## config.mk

```make
export PLATFORM = sky130hd
export DESIGN_NAME = pfe_stride_engine_flat
export DESIGN_NICKNAME = d
export VERILOG_FILES = /design/src/rtl/pfe_pkg.sv /design/src/rtl/pfe_stride_engine_if.sv /design/src/rtl/pfe_opq.sv /design/src/rtl/pfe_stride_engine.sv /design/src/flat_wrapper.sv
export SDC_FILE = /design/constraint.sdc
export NUM_CORES = 1
export LEC_CHECK = 0
export CAP_MARGIN = 10
export CORE_UTILIZATION = 30
export DETAILED_ROUTE_END_ITERATION = 6
export HOLD_SLACK_MARGIN = 0.1
export MAX_ROUTING_LAYER = met4
export PLACE_DENSITY = 0.57
export SLEW_MARGIN = 20
export SYNTH_ARGS = -nofsm -noshare
export SYNTH_HDL_FRONTEND = slang
export SYNTH_SLANG_ARGS = --single-unit
```

## constraint.sdc

```tcl
create_clock -name clk -period 12.2 [get_ports clk]
set_clock_uncertainty 0.05 [all_clocks]
set_input_delay 2.44 -clock clk [delete_from_list [all_inputs] [get_ports clk]]
set_output_delay 2.44 -clock clk [all_outputs]
set_load 0.005 [all_outputs]
```

## src/rtl/pfe_pkg.sv

```systemverilog
// Shared types and helpers for the stride prefetch engine.
package pfe_pkg;

    typedef enum logic {
        PFE_IDLE,
        PFE_ISSUE
    } pfe_state_e;

    // Add two values, clamping the result at 2^w-1 (w <= 32).
    function automatic logic [31:0] sat_add(
        input logic [31:0] a,
        input logic [31:0] b,
        input int          w
    );
        logic [32:0] sum;
        logic [32:0] lim;
        sum = {1'b0, a} + {1'b0, b};
        lim = (33'd1 << w) - 33'd1;
        return (sum > lim) ? lim[31:0] : sum[31:0];
    endfunction

endpackage

```

## src/rtl/pfe_stride_engine_if.sv

```systemverilog
// Op input, per-pipe DC/L2 request channels and stats of the engine.
// master = generator/cache side, slave = the engine itself.
interface pfe_stride_engine_if #(
    parameter int NPIPE    = 2,
    parameter int ADDR_W   = 39,
    parameter int STRIDE_W = 8,
    parameter int CNT_W    = 4,
    parameter int STAT_W   = 16
);
    logic                      pfgtopfe_op_valid;
    logic                      pfgtopfe_op_retry;
    logic [ADDR_W-1:0]         pfgtopfe_op_laddr;
    logic [STRIDE_W-1:0]       pfgtopfe_op_stride;
    logic [CNT_W-1:0]          pfgtopfe_op_count;
    logic                      pfgtopfe_op_l2;
    logic [NPIPE-1:0]          pftodc_req_valid;
    logic [NPIPE-1:0]          pftodc_req_retry;
    logic [NPIPE*ADDR_W-1:0]   pftodc_req_laddr;
    logic [NPIPE-1:0]          pftol2_req_valid;
    logic [NPIPE-1:0]          pftol2_req_retry;
    logic [NPIPE*ADDR_W-1:0]   pftol2_req_laddr;
    logic [NPIPE*STAT_W-1:0]   pf_dcstats_in;
    logic [NPIPE*STAT_W-1:0]   pf_l2stats_in;
    logic [STAT_W-1:0]         pf_dcstats;
    logic [STAT_W-1:0]         pf_l2stats;
    logic [STAT_W-1:0]         pf_issued;
    logic [STAT_W-1:0]         pf_dropped;

    modport slave (
        input  pfgtopfe_op_valid, pfgtopfe_op_laddr,
        input  pfgtopfe_op_stride, pfgtopfe_op_count,
        input  pfgtopfe_op_l2,
        output pfgtopfe_op_retry,
        output pftodc_req_valid, pftodc_req_laddr,
        input  pftodc_req_retry,
        output pftol2_req_valid, pftol2_req_laddr,
        input  pftol2_req_retry,
        input  pf_dcstats_in, pf_l2stats_in,
        output pf_dcstats, pf_l2stats,
        output pf_issued, pf_dropped
    );

    modport master (
        output pfgtopfe_op_valid, pfgtopfe_op_laddr,
        output pfgtopfe_op_stride, pfgtopfe_op_count,
        output pfgtopfe_op_l2,
        input  pfgtopfe_op_retry,
        input  pftodc_req_valid, pftodc_req_laddr,
        output pftodc_req_retry,
        input  pftol2_req_valid, pftol2_req_laddr,
        output pftol2_req_retry,
        output pf_dcstats_in, pf_l2stats_in,
        input  pf_dcstats, pf_l2stats,
        input  pf_issued, pf_dropped
    );

endinterface

```

## src/rtl/pfe_opq.sv

```systemverilog
// Op FIFO for the stride engine; full is a pure state flag.
module pfe_opq
    import pfe_pkg::*;
#(
    parameter int W     = 52,
    parameter int DEPTH = 4
) (
    input  logic         clk,
    input  logic         reset,
    input  logic         push,
    input  logic [W-1:0] din,
    input  logic         pop,
    output logic [W-1:0] dout,
    output logic         empty,
    output logic         full
);

    localparam int AW = $clog2(DEPTH);

    logic [W-1:0] mem [DEPTH];
    logic [AW:0]  wp_q;
    logic [AW:0]  rp_q;
    logic         do_push;
    logic         do_pop;

    assign full    = (wp_q[AW] != rp_q[AW]) &&
                     (wp_q[AW-1:0] == rp_q[AW-1:0]);
    assign empty   = (wp_q == rp_q);
    assign do_push = push && !full;
    assign do_pop  = pop && !empty;
    assign dout    = mem[rp_q[AW-1:0]];

    always_ff @(posedge clk or posedge reset) begin
        if (reset) begin
            wp_q <= '0;
            rp_q <= '0;
        end else begin
            if (do_push) wp_q <= wp_q + (AW+1)'(1);
            if (do_pop)  rp_q <= rp_q + (AW+1)'(1);
        end
    end

    always_ff @(posedge clk) begin
        if (do_push) mem[wp_q[AW-1:0]] <= din;
    end

endmodule

```

## src/rtl/pfe_stride_engine.sv

```systemverilog
// Stride prefetch engine: queues ops and expands them round-robin.
// PFE_DEDUP_EN drops lines equal to the level's last-issued line.
module pfe_stride_engine
    import pfe_pkg::*;
#(
    parameter int NPIPE    = 2,
    parameter int ADDR_W   = 39,
    parameter int STRIDE_W = 8,
    parameter int CNT_W    = 4,
    parameter int QDEPTH   = 4,
    parameter int STAT_W   = 16
) (
    input logic                clk,
    input logic                reset,
    pfe_stride_engine_if.slave bus
);

    localparam int OPW = ADDR_W + STRIDE_W + CNT_W + 1;
    localparam int PW  = (NPIPE > 1) ? $clog2(NPIPE) : 1;

    pfe_state_e          state_q;
    pfe_state_e          state_d;
    logic                q_empty;
    logic                q_full;
    logic                q_pop;
    logic [OPW-1:0]      q_din;
    logic [OPW-1:0]      q_dout;
    logic [ADDR_W-1:0]   h_laddr;
    logic [STRIDE_W-1:0] h_stride;
    logic [CNT_W-1:0]    h_count;
    logic                h_l2;

    logic [ADDR_W-1:0]   cur_q;
    logic [CNT_W-1:0]    rem_q;
    logic                lvl_q;
    logic [STRIDE_W-1:0] stride_q;
    logic [PW-1:0]       ptr_q [2];
    logic [PW-1:0]       tgt;
    logic [PW-1:0]       ptr_nxt;
    logic [ADDR_W-1:0]   stride_ext;

    logic load;
    logic zdrop;
    logic issue;
    logic consume;
    logic dup;
    logic slot_free;

    logic [NPIPE-1:0]    dc_vld_q;
    logic [NPIPE-1:0]    l2_vld_q;
    logic [ADDR_W-1:0]   dc_addr_q [NPIPE];
    logic [ADDR_W-1:0]   l2_addr_q [NPIPE];

    logic [STAT_W-1:0]       issued_q;
    logic [STAT_W-1:0]       dropped_q;
    logic [NPIPE*STAT_W-1:0] dcin_q;
    logic [NPIPE*STAT_W-1:0] l2in_q;
    logic [STAT_W-1:0]       dcstats_q;
    logic [STAT_W-1:0]       l2stats_q;
    logic [31:0]             dc_sum;
    logic [31:0]             l2_sum;

    assign q_din = {bus.pfgtopfe_op_laddr, bus.pfgtopfe_op_stride,
                    bus.pfgtopfe_op_count, bus.pfgtopfe_op_l2};
    assign {h_laddr, h_stride, h_count, h_l2} = q_dout;

    pfe_opq #(
        .W     (OPW),
        .DEPTH (QDEPTH)
    ) u_opq (
        .clk   (clk),
        .reset (reset),
        .push  (bus.pfgtopfe_op_valid),
        .din   (q_din),
        .pop   (q_pop),
        .dout  (q_dout),
        .empty (q_empty),
        .full  (q_full)
    );

    assign bus.pfgtopfe_op_retry = q_full;

    assign tgt        = ptr_q[lvl_q];
    assign ptr_nxt    = (tgt == PW'(NPIPE-1)) ? '0 : tgt + PW'(1);
    assign stride_ext = {{(ADDR_W-STRIDE_W){stride_q[STRIDE_W-1]}},
                         stride_q};
    assign slot_free  = lvl_q ?
        (!l2_vld_q[tgt] || !bus.pftol2_req_retry[tgt]) :
        (!dc_vld_q[tgt] || !bus.pftodc_req_retry[tgt]);

`ifdef PFE_DEDUP_EN
    logic [ADDR_W-1:0] last_q [2];
    logic [1:0]        last_vld_q;

    assign dup = last_vld_q[lvl_q] && (last_q[lvl_q] == cur_q);

    always_ff @(posedge clk or posedge reset) begin
        if (reset) begin
            last_vld_q <= '0;
            last_q     <= '{default: '0};
        end else if (load) begin
            last_vld_q <= '0;
        end else if (issue) begin
            last_vld_q[lvl_q] <= 1'b1;
            last_q[lvl_q]     <= cur_q;
        end
    end
`else
    assign dup = 1'b0;
`endif

    always_ff @(posedge clk or posedge reset) begin
        if (reset) state_q <= PFE_IDLE;
        else       state_q <= state_d;
    end

    always_comb begin
        state_d = state_q;
        unique case (state_q)
            PFE_IDLE:  if (load) state_d = PFE_ISSUE;
            PFE_ISSUE: if (consume && rem_q == CNT_W'(1))
                           state_d = PFE_IDLE;
            default:   state_d = PFE_IDLE;
        endcase
    end

    // A duplicate line is consumed without needing a free slot.
    always_comb begin
        q_pop   = 1'b0;
        load    = 1'b0;
        zdrop   = 1'b0;
        issue   = 1'b0;
        consume = 1'b0;
        unique case (state_q)
            PFE_IDLE: begin
                q_pop = !q_empty;
                load  = !q_empty && (h_count != '0);
                zdrop = !q_empty && (h_count == '0);
            end
            PFE_ISSUE: begin
                issue   = slot_free && !dup;
                consume = issue || dup;
            end
            default: ;
        endcase
    end

    always_ff @(posedge clk or posedge reset) begin
        if (reset) begin
            cur_q    <= '0;
            rem_q    <= '0;
            lvl_q    <= 1'b0;
            stride_q <= '0;
            ptr_q    <= '{default: '0};
        end else if (load) begin
            cur_q    <= h_laddr;
            rem_q    <= h_count;
            lvl_q    <= h_l2;
            stride_q <= h_stride;
        end else if (consume) begin
            cur_q <= cur_q + stride_ext;
            rem_q <= rem_q - CNT_W'(1);
            if (issue) ptr_q[lvl_q] <= ptr_nxt;
        end
    end

    always_ff @(posedge clk or posedge reset) begin
        if (reset) begin
            dc_vld_q <= '0;
            l2_vld_q <= '0;
            for (int i = 0; i < NPIPE; i++) begin
                dc_addr_q[i] <= '0;
                l2_addr_q[i] <= '0;
            end
        end else begin
            dc_vld_q <= dc_vld_q & bus.pftodc_req_retry;
            l2_vld_q <= l2_vld_q & bus.pftol2_req_retry;
            if (issue && lvl_q) begin
                l2_vld_q[tgt]  <= 1'b1;
                l2_addr_q[tgt] <= cur_q;
            end else if (issue) begin
                dc_vld_q[tgt]  <= 1'b1;
                dc_addr_q[tgt] <= cur_q;
            end
        end
    end

    for (genvar i = 0; i < NPIPE; i++) begin : g_flat
        assign bus.pftodc_req_laddr[i*ADDR_W +: ADDR_W] = dc_addr_q[i];
        assign bus.pftol2_req_laddr[i*ADDR_W +: ADDR_W] = l2_addr_q[i];
    end

    assign bus.pftodc_req_valid = dc_vld_q;
    assign bus.pftol2_req_valid = l2_vld_q;

    always_comb begin
        dc_sum = '0;
        l2_sum = '0;
        for (int i = 0; i < NPIPE; i++) begin
            dc_sum = sat_add(dc_sum,
                32'(dcin_q[i*STAT_W +: STAT_W]), STAT_W);
            l2_sum = sat_add(l2_sum,
                32'(l2in_q[i*STAT_W +: STAT_W]), STAT_W);
        end
    end

    always_ff @(posedge clk or posedge reset) begin
        if (reset) begin
            issued_q  <= '0;
            dropped_q <= '0;
            dcin_q    <= '0;
            l2in_q    <= '0;
            dcstats_q <= '0;
            l2stats_q <= '0;
        end else begin
            issued_q  <= STAT_W'(sat_add(32'(issued_q),
                             32'(issue), STAT_W));
            dropped_q <= STAT_W'(sat_add(32'(dropped_q),
                             32'(zdrop || (consume && !issue)),
                             STAT_W));
            dcin_q    <= bus.pf_dcstats_in;
            l2in_q    <= bus.pf_l2stats_in;
            dcstats_q <= STAT_W'(dc_sum);
            l2stats_q <= STAT_W'(l2_sum);
        end
    end

    assign bus.pf_issued  = issued_q;
    assign bus.pf_dropped = dropped_q;
    assign bus.pf_dcstats = dcstats_q;
    assign bus.pf_l2stats = l2stats_q;

endmodule
```

## src/flat_wrapper.sv

```systemverilog
// flat-port wrapper written by rule: the top's interface ports become plain ports
module pfe_stride_engine_flat import pfe_pkg::*;
#(
    parameter int NPIPE    = 2,
    parameter int ADDR_W   = 39,
    parameter int STRIDE_W = 8,
    parameter int CNT_W    = 4,
    parameter int QDEPTH   = 4,
    parameter int STAT_W   = 16
)
  (clk, reset, bus_pfgtopfe_op_valid, bus_pfgtopfe_op_laddr, bus_pfgtopfe_op_stride, bus_pfgtopfe_op_count, bus_pfgtopfe_op_l2, bus_pfgtopfe_op_retry, bus_pftodc_req_valid, bus_pftodc_req_laddr, bus_pftodc_req_retry, bus_pftol2_req_valid, bus_pftol2_req_laddr, bus_pftol2_req_retry, bus_pf_dcstats_in, bus_pf_l2stats_in, bus_pf_dcstats, bus_pf_l2stats, bus_pf_issued, bus_pf_dropped);
  pfe_stride_engine_if #(.NPIPE(NPIPE), .ADDR_W(ADDR_W), .STRIDE_W(STRIDE_W), .CNT_W(CNT_W), .STAT_W(STAT_W)) bus_i ();
  input logic clk;
  input logic reset;
  input wire logic [$bits(bus_i.pfgtopfe_op_valid)-1:0] bus_pfgtopfe_op_valid;
  input wire logic [$bits(bus_i.pfgtopfe_op_laddr)-1:0] bus_pfgtopfe_op_laddr;
  input wire logic [$bits(bus_i.pfgtopfe_op_stride)-1:0] bus_pfgtopfe_op_stride;
  input wire logic [$bits(bus_i.pfgtopfe_op_count)-1:0] bus_pfgtopfe_op_count;
  input wire logic [$bits(bus_i.pfgtopfe_op_l2)-1:0] bus_pfgtopfe_op_l2;
  output wire logic [$bits(bus_i.pfgtopfe_op_retry)-1:0] bus_pfgtopfe_op_retry;
  output wire logic [$bits(bus_i.pftodc_req_valid)-1:0] bus_pftodc_req_valid;
  output wire logic [$bits(bus_i.pftodc_req_laddr)-1:0] bus_pftodc_req_laddr;
  input wire logic [$bits(bus_i.pftodc_req_retry)-1:0] bus_pftodc_req_retry;
  output wire logic [$bits(bus_i.pftol2_req_valid)-1:0] bus_pftol2_req_valid;
  output wire logic [$bits(bus_i.pftol2_req_laddr)-1:0] bus_pftol2_req_laddr;
  input wire logic [$bits(bus_i.pftol2_req_retry)-1:0] bus_pftol2_req_retry;
  input wire logic [$bits(bus_i.pf_dcstats_in)-1:0] bus_pf_dcstats_in;
  input wire logic [$bits(bus_i.pf_l2stats_in)-1:0] bus_pf_l2stats_in;
  output wire logic [$bits(bus_i.pf_dcstats)-1:0] bus_pf_dcstats;
  output wire logic [$bits(bus_i.pf_l2stats)-1:0] bus_pf_l2stats;
  output wire logic [$bits(bus_i.pf_issued)-1:0] bus_pf_issued;
  output wire logic [$bits(bus_i.pf_dropped)-1:0] bus_pf_dropped;
  assign bus_i.pfgtopfe_op_valid = bus_pfgtopfe_op_valid;
  assign bus_i.pfgtopfe_op_laddr = bus_pfgtopfe_op_laddr;
  assign bus_i.pfgtopfe_op_stride = bus_pfgtopfe_op_stride;
  assign bus_i.pfgtopfe_op_count = bus_pfgtopfe_op_count;
  assign bus_i.pfgtopfe_op_l2 = bus_pfgtopfe_op_l2;
  assign bus_pfgtopfe_op_retry = bus_i.pfgtopfe_op_retry;
  assign bus_pftodc_req_valid = bus_i.pftodc_req_valid;
  assign bus_pftodc_req_laddr = bus_i.pftodc_req_laddr;
  assign bus_i.pftodc_req_retry = bus_pftodc_req_retry;
  assign bus_pftol2_req_valid = bus_i.pftol2_req_valid;
  assign bus_pftol2_req_laddr = bus_i.pftol2_req_laddr;
  assign bus_i.pftol2_req_retry = bus_pftol2_req_retry;
  assign bus_i.pf_dcstats_in = bus_pf_dcstats_in;
  assign bus_i.pf_l2stats_in = bus_pf_l2stats_in;
  assign bus_pf_dcstats = bus_i.pf_dcstats;
  assign bus_pf_l2stats = bus_i.pf_l2stats;
  assign bus_pf_issued = bus_i.pf_issued;
  assign bus_pf_dropped = bus_i.pf_dropped;
  pfe_stride_engine #(.NPIPE(NPIPE), .ADDR_W(ADDR_W), .STRIDE_W(STRIDE_W), .CNT_W(CNT_W), .QDEPTH(QDEPTH), .STAT_W(STAT_W)) u_core (.clk(clk), .reset(reset), .bus(bus_i));
endmodule
```

# --- Word level (Yosys, flattened, before mapping) ---
# Memory sizes are Yosys's and may differ from the RTL's.
# Index checks and enable logic that the tools add are counted.
# W data, S select, Z words.
op_classes:
  n_addsub: 9
  order_cmp: 12
  eq_ne: 4
  n_mux: 44
  bitwise_logic: 9
  n_reduce_logical: 23
ops:
  columns: ["op", "count"]
  rows:
  - ["$bwmux W78", 2]
  - ["$mux W39", 3]
  - ["$mux W16", 6]
  - ["$gt A33 B16 Y1 const B", 2]
  - ["$add A39 B39 Y39", 1]
  - ["$demux W39 S1", 1]
  - ["$add A16 B1 Y17", 2]
  - ["$add A16 B16 Y17", 2]
  - ["$gt A17 B16 Y1 const B", 2]
  - ["$gt A16 B16 Y1 const B", 2]
  - ["$mux W1", 23]
  - ["$logic_and A1 B1 Y1", 10]
  - ["$mux W4", 2]
  - ["$add A3 B1 Y3 const B", 2]
  - ["$logic_not A1 Y1", 6]
  - ["$mux W2", 3]
  - ["$and A2 B2 Y2", 2]
  - ["$eq A4 B1 Y1 const B", 1]
  - ["$ge A2 B2 Y1 const B", 2]
  - ["$logic_not A4 Y1", 1]
  - ["$lt A2 B1 Y1 const B", 2]
  - ["$not A1 Y2", 2]
  - ["$or A2 B2 Y2", 2]
  - ["$reduce_and A2 Y1", 2]
  - ["other kinds (14)", 18]
word_totals:
  ff_bits: 349
  mem_bits_rw: 208
  inputBits: 123
  output_inout_bits: 225
  elab_cells: 123
  mem_count: 1
memory_table:
  columns: ["memory", "words", "width", "read_ports", "rd_ports_with_merged_regs", "write_ports", "line", "text"]
  rows:
  - ["u_core.u_opq.mem", 4, 52, 1, 0, 1, "pfe_opq.sv:20", "logic [W-1:0] mem [DEPTH];"]

# --- Logic depth before layout (Yosys ltp) ---
# Gate-level depths: netlist of run 1.
depth:
  depth_word: 13
  depth_mapped: 15
  mapped_depth_nobuf: 14

# --- Cells and area by module ---
# A second synthesis of run 1 with hierarchy kept.
hier_totals:
  cells_unflattened: 1721
  hier_area_um2: 23959.2
by_module_without_submodules:
  columns: ["module", "instances", "cells_each", "area_per_inst_um2", "seq_area_each_um2"]
  rows:
  - ["pfe_stride_engine", 1, 1400, 15946.5, 8583.2]
  - ["pfe_opq", 1, 321, 8012.7, 6396.1]

# --- Worst setup path after synthesis of run 1 ---
# No wires, ideal clock.
synth_path:
  path_type: "input port to flip-flop"
  startpoint: "in bus_pftodc_req_retry[1]"
  endpoint: "reg u_core.issued_q[10], in the netlist u_core.bus.pf_issued[10]"
  setup_time_ns: 0.068
  arrival_ns: 4.887
  t_required_ns: 12.082
  path_slack_ns: 7.195
  path_stages: 15
  n_path_buf: 2
  path_cell_list: "nand3_1 o21ai_0 o21ai_0 nand2_1 inv_1 clkbuf_1 ha_1 ha_1 and3_1 nand2_1 nor2_1 nand2_1 or3_1 clkbuf_1 nand2_1"
synth_via:
  elab_chain_cells: 9
synth_rtl:
  columns: ["element", "line", "text"]
  rows:
  - ["start: declaration", "flat_wrapper.sv:23", "input wire logic [$bits(bus_i.pftodc_req_retry)-1:0] bus_pftodc_req_retry;"]
  - ["$mux W1 (implied by the code) (*) (2 in series)", "pfe_stride_engine.sv:89", "(!dc_vld_q[tgt] || !bus.pftodc_req_retry[tgt]);"]
  - ["$logic_not A1 Y1 (*)", "pfe_stride_engine.sv:89", null]
  - ["$logic_or A1 B1 Y1 (*)", "pfe_stride_engine.sv:89", null]
  - ["$mux W1 (*)", "pfe_stride_engine.sv:87", "assign slot_free = lvl_q ?"]
  - ["$mux W1 (*)", "pfe_stride_engine.sv:134", "unique case (state_q)"]
  - ["$add A16 B1 Y17 (*)", "pfe_pkg.sv:17", "sum = {1'b0, a} + {1'b0, b};"]
  - ["$gt A17 B16 Y1", "pfe_pkg.sv:19", "return (sum > lim) ? lim[31:0] : sum[31:0];"]
  - ["$mux W16 (*)", "pfe_pkg.sv:19", null]
  - ["end signal: assignment", "pfe_stride_engine.sv:216", "issued_q <= STAT_W'(sat_add(32'(issued_q),"]
  - ["end: declaration", "pfe_stride_engine.sv:54", "logic [STAT_W-1:0] issued_q;"]
# Every way passes the cells marked *; elsewhere a longest branch is shown, timed or not. The select of a mux whose other input is x is not followed.
# A chain may end at the register's enable or synchronous reset.

# --- Worst setup path after layout of run 1 ---
layout_path:
  startpoint: "reg u_core.u_opq.rp_q[1]"
  endpoint: "out bus_pfgtopfe_op_retry"
layout_via:
  elab_chain_cells: 2
layout_rtl:
  columns: ["element", "line", "text"]
  rows:
  - ["start: declaration", "pfe_opq.sv:22", "logic [AW:0] rp_q;"]
  - ["start signal: assignment", "pfe_opq.sv:39", "if (do_pop) rp_q <= rp_q + (AW+1)'(1);"]
  - ["$eq A2 B2 Y1", "pfe_opq.sv:27", "(wp_q[AW-1:0] == rp_q[AW-1:0]);"]
  - ["$logic_and A1 B1 Y1", "pfe_opq.sv:26", "assign full = (wp_q[AW] != rp_q[AW]) &&"]
  - ["end: declaration", "flat_wrapper.sv:20", "output wire logic [$bits(bus_i.pfgtopfe_op_retry)-1:0] bus_pfgtopfe_op_retry;"]
# No other way between the ends.

==> flow_summary.yaml, run 1 <==
critical_path:
  required_ps: 9710
  cp_data_arrival_time_ps: 2840
  reg2reg_depth: 12
  r2r_start: "u_core.u_opq.rp_q[1]"
  crit_path_max_fanout: 55
  endpoint_kind: "primary output"
  worstSetupPathType: "reg2out"
  r2r-end: "u_core.bus.pf_dropped[10]"
  worst_setup_path_start_kind: "flop"
  worst-r2r-setup-slack_ps: 7640
job:
  maxCapViolations: 0
finish:
  fin_area_sq_um: 30530
  area.growth.synth_to_final_pct: 30.41
  fillCellCount: 7340
  layout-drive-gt1-share_pct: 17.44
  multi_input_area_sq_um: 8112
  mostFrequentLayoutCells: "clkdlybuf4s50_1 (347), dfrtp_1 (347), edfxtp_1 (208)"
  nNetsFinal: 2223
  register_area_sq_um: 14980
cts:
  cts_sinks: 557
  h-tree-depth: 3
  cts_setup_buffers: 0
  root_buffer: "clkbuf_16"
  cts_tree: "built"
  numCtsBuffers: 67
  clockBufferDepth: 3
  clkTransAtPathRegs_ps: 60
  clk_latency_ps: 620
  hold_buffers: 0
  cts-resized-gates: 0
yosys:
  synth_area_leaders: "dfrtp_1 (37%), edfxtp_1 (27%), mux2_2 (7.6%), mux4_2 (5.0%), ha_1 (4.3%)"
  netlist_instances: 1646
  ys_seq_area_share_pct: 63.98
  synth_warnings: 0
  syn_area_sq_um: 23410
  yosys.area.top_type: "dfrtp_1"
  synth_enable_flop_cells: 208
  synth_nets: 1853
  async_reset_ff_share_pct: 62.66
  syn_area_per_cell_sq_um: 14.22
  yosysUniqueCellTypes: 61
  synth.top_cell.area_share_pct: 37.30
  ys_dominant_reg_cell: "dfrtp_1"
  synth_seq_cells: 557
detailed_routing:
  first_pass_iters: 5
  ant_nets: 0
  drc: 0
  vias: 14720
  vias_per_cell: 4.713
  routedWlPerCell_microns: 19.16
  finalWirelength_microns: 59830
  drt_first_iter_violations: 779
die:
  start_util_pct: 30.27
  core_area_sq_um: 77340
  pin_count: 348
  row_count: 102
  dieArea_sq_um: 79170
  die_h_microns: 281.4
  die_x_microns: 281.4
timing:
  fin_ws_ps: 6869
  timing.fmax_mhz: 187.6
  finalCritPeriodShare_pct: 43.70
  layout_min_cycle_time_ps: 5331
  finalSetupTns_ps: 0
  finalMaxSlewViolations: 0
  worst_pin_slew_ps: 891.6
  setup_viol: 0
  max-slew-margin-rel_pct: 40.56
  finalHoldViolations: 0
  rsz0062_at_grt: "no"
global_route:
  gr-usage-all-layers_pct: 15.49
  met1_usage_pct: 19.12
  busiest_layer: "met2"
  grt_antenna_before_repair: 13
  met3_usage_pct: 4.458
  grt-ovfl-total: 0
  grt_pass1_wl_microns: 90600
  grt_pass1_vias: 15200
  grt_max_degree: 171
  grt_use_met2_pct: 24.58
place:
  place_hpwl_microns: 40270
  place_area_sq_um: 28100
  gp_congestion: 0.8469
  dp_slack_ps: 6211
  port-buffer-count: 347
pwr:
  ir_drop_uv: 183.8
  power_density_nw_per_um2: 274.1
  leakage_uw: 0.01219
min_path:
  whs_path_depth: 2
  hp-start: "u_core.bus.pftodc_req_laddr[40]"
  worstHoldEndpoint: "u_core.bus.pftodc_req_laddr[40]"
  min_path_type: "reg2reg"
status:
  outcome: "complete, no violations"
how the worst max path moves through the flow:
stage / to / cells past startpoint / from
2_1_floorplan: u_core.bus.pf_dcstats[0] / 1 / reset
3_3_place_gp: u_core.bus.pf_issued[8] / 14 / bus_pftodc_req_retry[1]
3_5_place_dp: u_core.bus.pf_issued[8] / 14 / bus_pftodc_req_retry[1]
4_1_cts: bus_pfgtopfe_op_retry / 5 / u_core.u_opq.rp_q[1]
5_1_grt: u_core.bus.pf_issued[8] / 14 / bus_pftodc_req_retry[1]
6_report: bus_pfgtopfe_op_retry / 5 / u_core.u_opq.rp_q[1]
metrics by stage:
step,util (%),hold WS [ps],std cells,total power (uW)
detailed placement,36.34,419.4,2985,6384
global route,39.48,459.7,3123,8908
global placement,36.34,416.4,2985,6299
floorplan,-,402.3,1646,4959
CTS,39.36,432.6,3108,8507
finish,39.48,425.8,3123,8369
cell usage after synthesis, drive strengths merged (34+ instances only):
cell type / instances
nand2: 148
nor2: 67
xor2: 34
clkbuf: 44
mux4: 52
o21ai: 55
xnor2: 51
dfrtp: 349
a21oi: 90
edfxtp: 208
mux2: 157
ha: 81
nand3: 38
cell families after synthesis:
logic type	Yosys count	share of synthesized area, %
AO/OA/AOI/OAI	270	7.305
XOR/XNOR	85	3.180
adder cells (fa/ha/maj)	84	4.585
buffers and inverters	92	1.560
flip-flops	557	63.98
multiplexers	209	12.55
AND/OR/NAND/NOR	349	6.840
layout make-up:
cell class,count,share of cell area (%)
flip-flops and latches,557,49.07
multi-input cells,997,26.57
repair buffers,363,11.94
clock buffers,99,6.446
well taps,1040,4.262
clock inverters,24,1.213
inverters,30,0.3934
diodes,13,0.1065
critical path, stage by stage, from the launching register on:
cell and delay [ps]:
dfrtp_2 340, buf_4 670, xor2_1 160, or3_1 500
inv_1 90, clkdlybuf4s50_1 490
state kept, by name, summed over array words and instances (netlist names), 3 cells and up:
signal / flops
u_core.u_opq.mem: 208
u_core.bus.pftodc_req_laddr: 78
u_core.bus.pftol2_req_laddr: 78
u_core.cur_q: 39
u_core.dcin_q: 32
u_core.l2in_q: 32
u_core.bus.pf_dcstats: 16
u_core.bus.pf_dropped: 16
u_core.bus.pf_issued: 16
u_core.bus.pf_l2stats: 16
u_core.stride_q: 8
u_core.rem_q: 4
u_core.u_opq.rp_q: 3
u_core.u_opq.wp_q: 3
layer usage:
metal | vias to the layer above | wire [microns] | share of wire [%]
met5 | - | 0 | 0
met1 | 7428 | 26210 | 44
met3 | 90 | 3621 | 6.1
met4 | 0 | 1422 | 2.4
met2 | 369 | 28580 | 48
li1 | 6831 | - | -
report_power, final:
group	internal [uW]	leakage [uW]	switching [uW]
Clock	1260	0.00114	815
Combinational	1700	0.00496	1610
Sequential	2560	0.00609	420
Total	5530	0.0122	2840
(Power assumes the default switching activity.)
==> inputs of run 2 (changes only) <==
Settings changed: PLACE_DENSITY 0.57 to 0.55.
Clock period 12.2 ns to 5.6 ns, I/O delays scaled along.
==> flow_summary.yaml, run 2 (same netlist as run 1, synthesis figures left out) <==
detailed_routing:
  first_pass_iters: 5
  finalWirelength_microns: 60230
  vias_per_cell: 4.698
  routedWlPerCell_microns: 19.30
  vias: 14660
  drc: 0
  drt_first_iter_violations: 657
  ant_nets: 0
pwr:
  p_int_uw: 12110
  power_frac_seq_pct: 35.7
  clockPowerShare_pct: 25.0
  p_sw_uw: 6200
  power_density_nw_per_um2: 600.1
  ir_drop_uv: 324.9
  leakage_uw: 0.01221
  p_sw_share_pct: 33.86
  p_comb_share_pct: 39.4
timing:
  fin_hold_ws_ps: 427.8
  finalSetupTns_ps: 0
  worst_pin_slew_ps: 1040
  setup_viol: 0
  layout_min_cycle_time_ps: 4243
  finalHoldViolations: 0
  finalCritPeriodShare_pct: 75.77
  max-slew-margin-rel_pct: 30.69
  timing.fmax_mhz: 235.7
  finalMaxSlewViolations: 0
  rsz0062_at_grt: "no"
critical_path:
  path_cells: "mux4_2 -> or4_4 -> nor2b_1 -> ha_1 -> ha_1 -> and3_1 -> nand3_1 -> nor2_1 -> nand2_1 -> or3_1 -> o21ai_0"
  required_ps: 6050
  endpoint_kind: "flop"
  worstSetupPathType: "reg2reg"
  crit_path_top_delay_cell: "dfrtp_4"
  cp-endpoint: "u_core.bus.pf_dropped[5]"
  reg2reg_depth: 11
  crit_path_max_fanout: 16
  r2r-end: "u_core.bus.pf_dropped[5]"
  r2r_start: "u_core.u_opq.rp_q[0]"
  worst_setup_path_start_kind: "flop"
  worst-r2r-setup-slack_ps: 1360
  cp_data_arrival_time_ps: 4690
  crit_top_cell: "ha_1"
  worstSetupStartpoint: "u_core.u_opq.rp_q[0]"
  crit_path_max_incr_delay_ps: 610
finish:
  multi_input_area_sq_um: 8097
  layout-drive-gt1-share_pct: 17.46
  register_area_sq_um: 14980
  mostFrequentLayoutCells: "clkdlybuf4s50_1 (347), dfrtp_1 (347), edfxtp_1 (208)"
  largest_reg_flops: 208
  fillCellCount: 7287
  nNetsFinal: 2228
  area.growth.synth_to_final_pct: 30.31
place:
  gp_congestion: 0.8126
  place_hpwl_microns: 41510
  port-buffer-count: 347
status:
  outcome: "complete, no violations"
global_route:
  grt-ovfl-total: 0
  gr-usage-all-layers_pct: 15.67
  grt_pass1_vias: 15050
  grt_antenna_before_repair: 6
  grt_max_degree: 146
  grt_pass1_wl_microns: 91520
die:
  start_util_pct: 30.27
  dieArea_sq_um: 79170
  die_x_microns: 281.4
  pin_count: 348
  die_h_microns: 281.4
  core_area_sq_um: 77340
  row_count: 102
cts:
  clk_latency_ps: 610
  clkTransAtPathRegs_ps: 60
  numCtsBuffers: 67
  clockBufferDepth: 3
  hold_buffers: 0
  cts_setup_buffers: 0
  h-tree-depth: 3
  cts_sinks: 557
  cts-resized-gates: 0
  cts_tree: "built"
  root_buffer: "clkbuf_16"
job:
  maxCapViolations: 0
min_path:
  min_path_type: "reg2reg"
[run 2: cell count changes in the layout (fill, tap and decap cells not counted), moves of 3 or more]
cell	previous run	this run
clkbuf_8	15	6
buf_4	13	19
diode_2	13	7
and3_2	0	4
and3_4	4	0
bufinv_16	6	10
inv_6	2	5
[run 2: how the worst min path moves through the flow]
stage	from	endpoint	slack, ps	depth (start not counted)
5_1_grt	u_core.bus.pftodc_req_laddr[40]	u_core.bus.pftodc_req_laddr[40]	460	2
2_1_floorplan	u_core.stride_q[0]	u_core.stride_q[0]	400	2
4_1_cts	u_core.bus.pftodc_req_laddr[40]	u_core.bus.pftodc_req_laddr[40]	430	2
6_report	u_core.bus.pftodc_req_laddr[40]	u_core.bus.pftodc_req_laddr[40]	430	2
3_3_place_gp	u_core.stride_q[0]	u_core.stride_q[0]	420	2
3_5_place_dp	u_core.bus.pftodc_req_laddr[40]	u_core.bus.pftodc_req_laddr[40]	420	2
[run 2: per-stage QoR]
stage / util (%) / std cells / worst slack (ps) / total power [uW] / cell area (sq um)
5_1_grt: 39.45 / 3119 / 1184 / 19530 / 30510
3_5_place_dp: 36.40 / 2992 / 1394 / 13960 / 28150
2_1_floorplan: - / 1646 / -242.4 / 10800 / 23420
3_3_place_gp: 36.40 / 2992 / 1403 / 13790 / 28150
6_report: 39.45 / 3120 / 1357 / 18310 / 30510
4_1_cts: 39.42 / 3113 / 1380 / 18630 / 30490
[run 2: worst max-delay path: cells and delay by family (launching register included)]
kind / cells / cell delay [ps]
DFF: 1 / 610
AOI/OAI and AO/OA: 1 / 160
and+or+nand+nor: 7 / 2270
adders and majority gates: 2 / 470
muxes: 1 / 570
[run 2: layout make-up]
class                   instances  share of cell area [%]
diodes                          7                 0.05741
clock buffers                  91                   6.070
clock inverters                30                   1.591
inverters                      30                  0.3814
multi-input cells             997                   26.54
flip-flops and latches        557                   49.11
well taps                    1040                   4.265
repair buffers                368                   11.98
[run 2: power by group through the flow]
stage / registers (uW) / clock network [uW] / logic, uW
2_1_floorplan: 6280 / 0 / 4520
3_3_place_gp: 6590 / 0 / 7200
3_5_place_dp: 6650 / 0 / 7310
4_1_cts: 6570 / 4720 / 7340
5_1_grt: 6720 / 4880 / 7940
6_report: 6530 / 4570 / 7210
[run 2: routing by layer]
metal,wire length (microns),vias up,global-route usage [%]
li1,-,6837,-
met1,27030,7416,20.30
met2,28840,331,24.67
met3,3320,75,3.397
met4,1041,0,4.473
met5,0,-,-
==> inputs of run 3 (changes only) <==
Clock period 5.6 ns to 4.4 ns, I/O delays scaled along.
==> flow_summary.yaml, run 3 (same netlist as run 1, synthesis figures left out) <==
critical_path:
  crit_top_cell: "ha_1"
  crit_path_max_incr_delay_ps: 600
  reg2reg_depth: 11
  worstSetupStartpoint: "u_core.u_opq.rp_q[0]"
  r2r_start: "u_core.u_opq.rp_q[0]"
  worst-r2r-setup-slack_ps: 460
  endpoint_kind: "flop"
  crit_family: "simple AND/OR/NAND/NOR gates"
  required_ps: 4860
  path_cells: "mux4_2 -> or4_4 -> nor2b_2 -> ha_1 -> ha_1 -> and3_1 -> nand3_1 -> nor2_1 -> nand2_1 -> or3_1 -> o21ai_0"
  crit_path_top_delay_cell: "dfrtp_4"
  r2r-end: "u_core.bus.pf_dropped[8]"
  cp-endpoint: "u_core.bus.pf_dropped[8]"
  crit_path_max_fanout: 14
  cp.buffers_inverters: 0
  worst_setup_path_start_kind: "flop"
  cp_data_arrival_time_ps: 4390
  worstSetupPathType: "reg2reg"
  cp.depth: 11
pwr:
  p_int_uw: 14930
  p_sw_uw: 7878
  p_sw_share_pct: 34.54
  clockPowerShare_pct: 22.9
  leakage_uw: 0.01211
  p_comb_share_pct: 40.8
  ir_drop_uv: 422.6
  power_density_nw_per_um2: 752.7
  power_frac_seq_pct: 36.3
timing:
  layout_min_cycle_time_ps: 3936
  finalMaxSlewViolations: 0
  max-slew-margin-rel_pct: 41.76
  finalCritPeriodShare_pct: 89.46
  setup_viol: 0
  worst_pin_slew_ps: 873.6
  finalHoldViolations: 0
  finalSetupTns_ps: 0
  rsz0062_at_grt: "no"
  timing.fmax_mhz: 254.0
cts:
  numCtsBuffers: 66
  clk_latency_ps: 600
  cts_sinks: 557
  clkTransAtPathRegs_ps: 60
  h-tree-depth: 3
  cts_tree: "built"
  clockBufferDepth: 3
  root_buffer: "clkbuf_16"
  cts_setup_buffers: 0
die:
  dieArea_sq_um: 79170
  die_x_microns: 281.4
  start_util_pct: 30.27
  die_h_microns: 281.4
  core_area_sq_um: 77340
  pin_count: 348
  row_count: 102
finish:
  register_area_sq_um: 14980
  largest_reg_flops: 208
  final_util_pct: 39.19
  mostFrequentLayoutCells: "clkdlybuf4s50_1 (347), dfrtp_1 (347), edfxtp_1 (208)"
  area.growth.synth_to_final_pct: 29.45
  layout-drive-gt1-share_pct: 17.23
  multi_input_area_sq_um: 8095
  fillCellCount: 7310
  fin_cells: 3114
  nNetsFinal: 2232
global_route:
  gr-usage-all-layers_pct: 15.80
  grt_antenna_before_repair: 3
  grt_max_degree: 131
  grt-ovfl-total: 0
  grt_pass1_vias: 15110
  grt_pass1_wl_microns: 91890
place:
  port-buffer-count: 347
  dp.cells: 2997
  place_hpwl_microns: 42040
  gp_congestion: 0.8390
status:
  outcome: "complete, no violations"
detailed_routing:
  routedWlPerCell_microns: 19.62
  finalWirelength_microns: 61100
  drt_first_iter_violations: 787
  first_pass_iters: 4
  drc: 0
  ant_nets: 0
  vias_per_cell: 4.710
  vias: 14670
job:
  maxCapViolations: 0
min_path:
  min_path_type: "reg2reg"
==> run 3: changes by cell type in the layout (fill, tap and decap cells not counted), sizes merged <==
| cell | before | now |
|---|---|---|
| clkinvlp | 2 | 3 |
| bufinv | 10 | 2 |
| inv | 36 | 32 |
| diode | 7 | 2 |
| clkinv | 12 | 17 |
| buf | 21 | 26 |
==> run 3: worst min path at each step <==
stage,endpoint,from,cells past startpoint
after global routing,u_core.bus.pftol2_req_laddr[59],u_core.bus.pftol2_req_laddr[59],1
final,u_core.bus.pftodc_req_laddr[40],u_core.bus.pftodc_req_laddr[40],2
after floorplan,u_core.stride_q[0],u_core.stride_q[0],2
after CTS,u_core.bus.pftodc_req_laddr[40],u_core.bus.pftodc_req_laddr[40],2
after global placement,u_core.bus.pftodc_req_laddr[40],u_core.bus.pftodc_req_laddr[40],2
after detailed placement,u_core.bus.pftodc_req_laddr[40],u_core.bus.pftodc_req_laddr[40],2
==> run 3: metal layers <==
layer | routed length [microns] | vias to the layer above | track usage, % | share of wire, %
met5 | 0 | - | - | 0
met4 | 1094 | 0 | 4.501 | 1.8
met3 | 3410 | 71 | 3.389 | 5.6
met2 | 29170 | 340 | 24.81 | 48
met1 | 27430 | 7432 | 20.56 | 45
li1 | - | 6824 | - | -
==> run 3: per-stage QoR <==
step	total power [uW]	setup WS (ps)	hold WS, ps	cell area [sq um]
after global placement	17660	317.3	418.1	28240
after floorplan	13750	-1202	402.3	23420
after CTS	23220	252.3	438.1	30300
final	22810	463.6	432.3	30310
after global routing	24340	174.2	466.8	30310
after detailed placement	17870	289.6	425.3	28240
==> run 3: area by class of cell <==
type	instances	share of cell area [%]
inverters	30	0.3839
repair buffers	373	12.35
well taps	1040	4.293
flip-flops and latches	557	49.44
multi-input cells	997	26.71
diodes	2	0.01651
clock inverters	24	0.7142
clock buffers	91	6.093
==> run 3: power by group through the flow <==
stage | clock network, uW | logic (uW) | registers (uW)
6_report | 5220 | 9310 | 8290
2_1_floorplan | 0 | 5750 | 8000
5_1_grt | 5620 | 10200 | 8520
3_3_place_gp | 0 | 9300 | 8360
4_1_cts | 5400 | 9470 | 8350
3_5_place_dp | 0 | 9430 | 8440
==> run 3: timing repair <==
| action | in CTS | in global routing |
|---|---|---|
| resized for setup | 0 | 1 |
| endpoints found under the setup margin | 0 | 2 |
| hold buffers | 0 | 0 |
==> run 3: worst min-delay path: stages (launching register included) <==
cell and delay [ps]:
dfrtp_1 340, nand2_1 50, o21ai_0 60
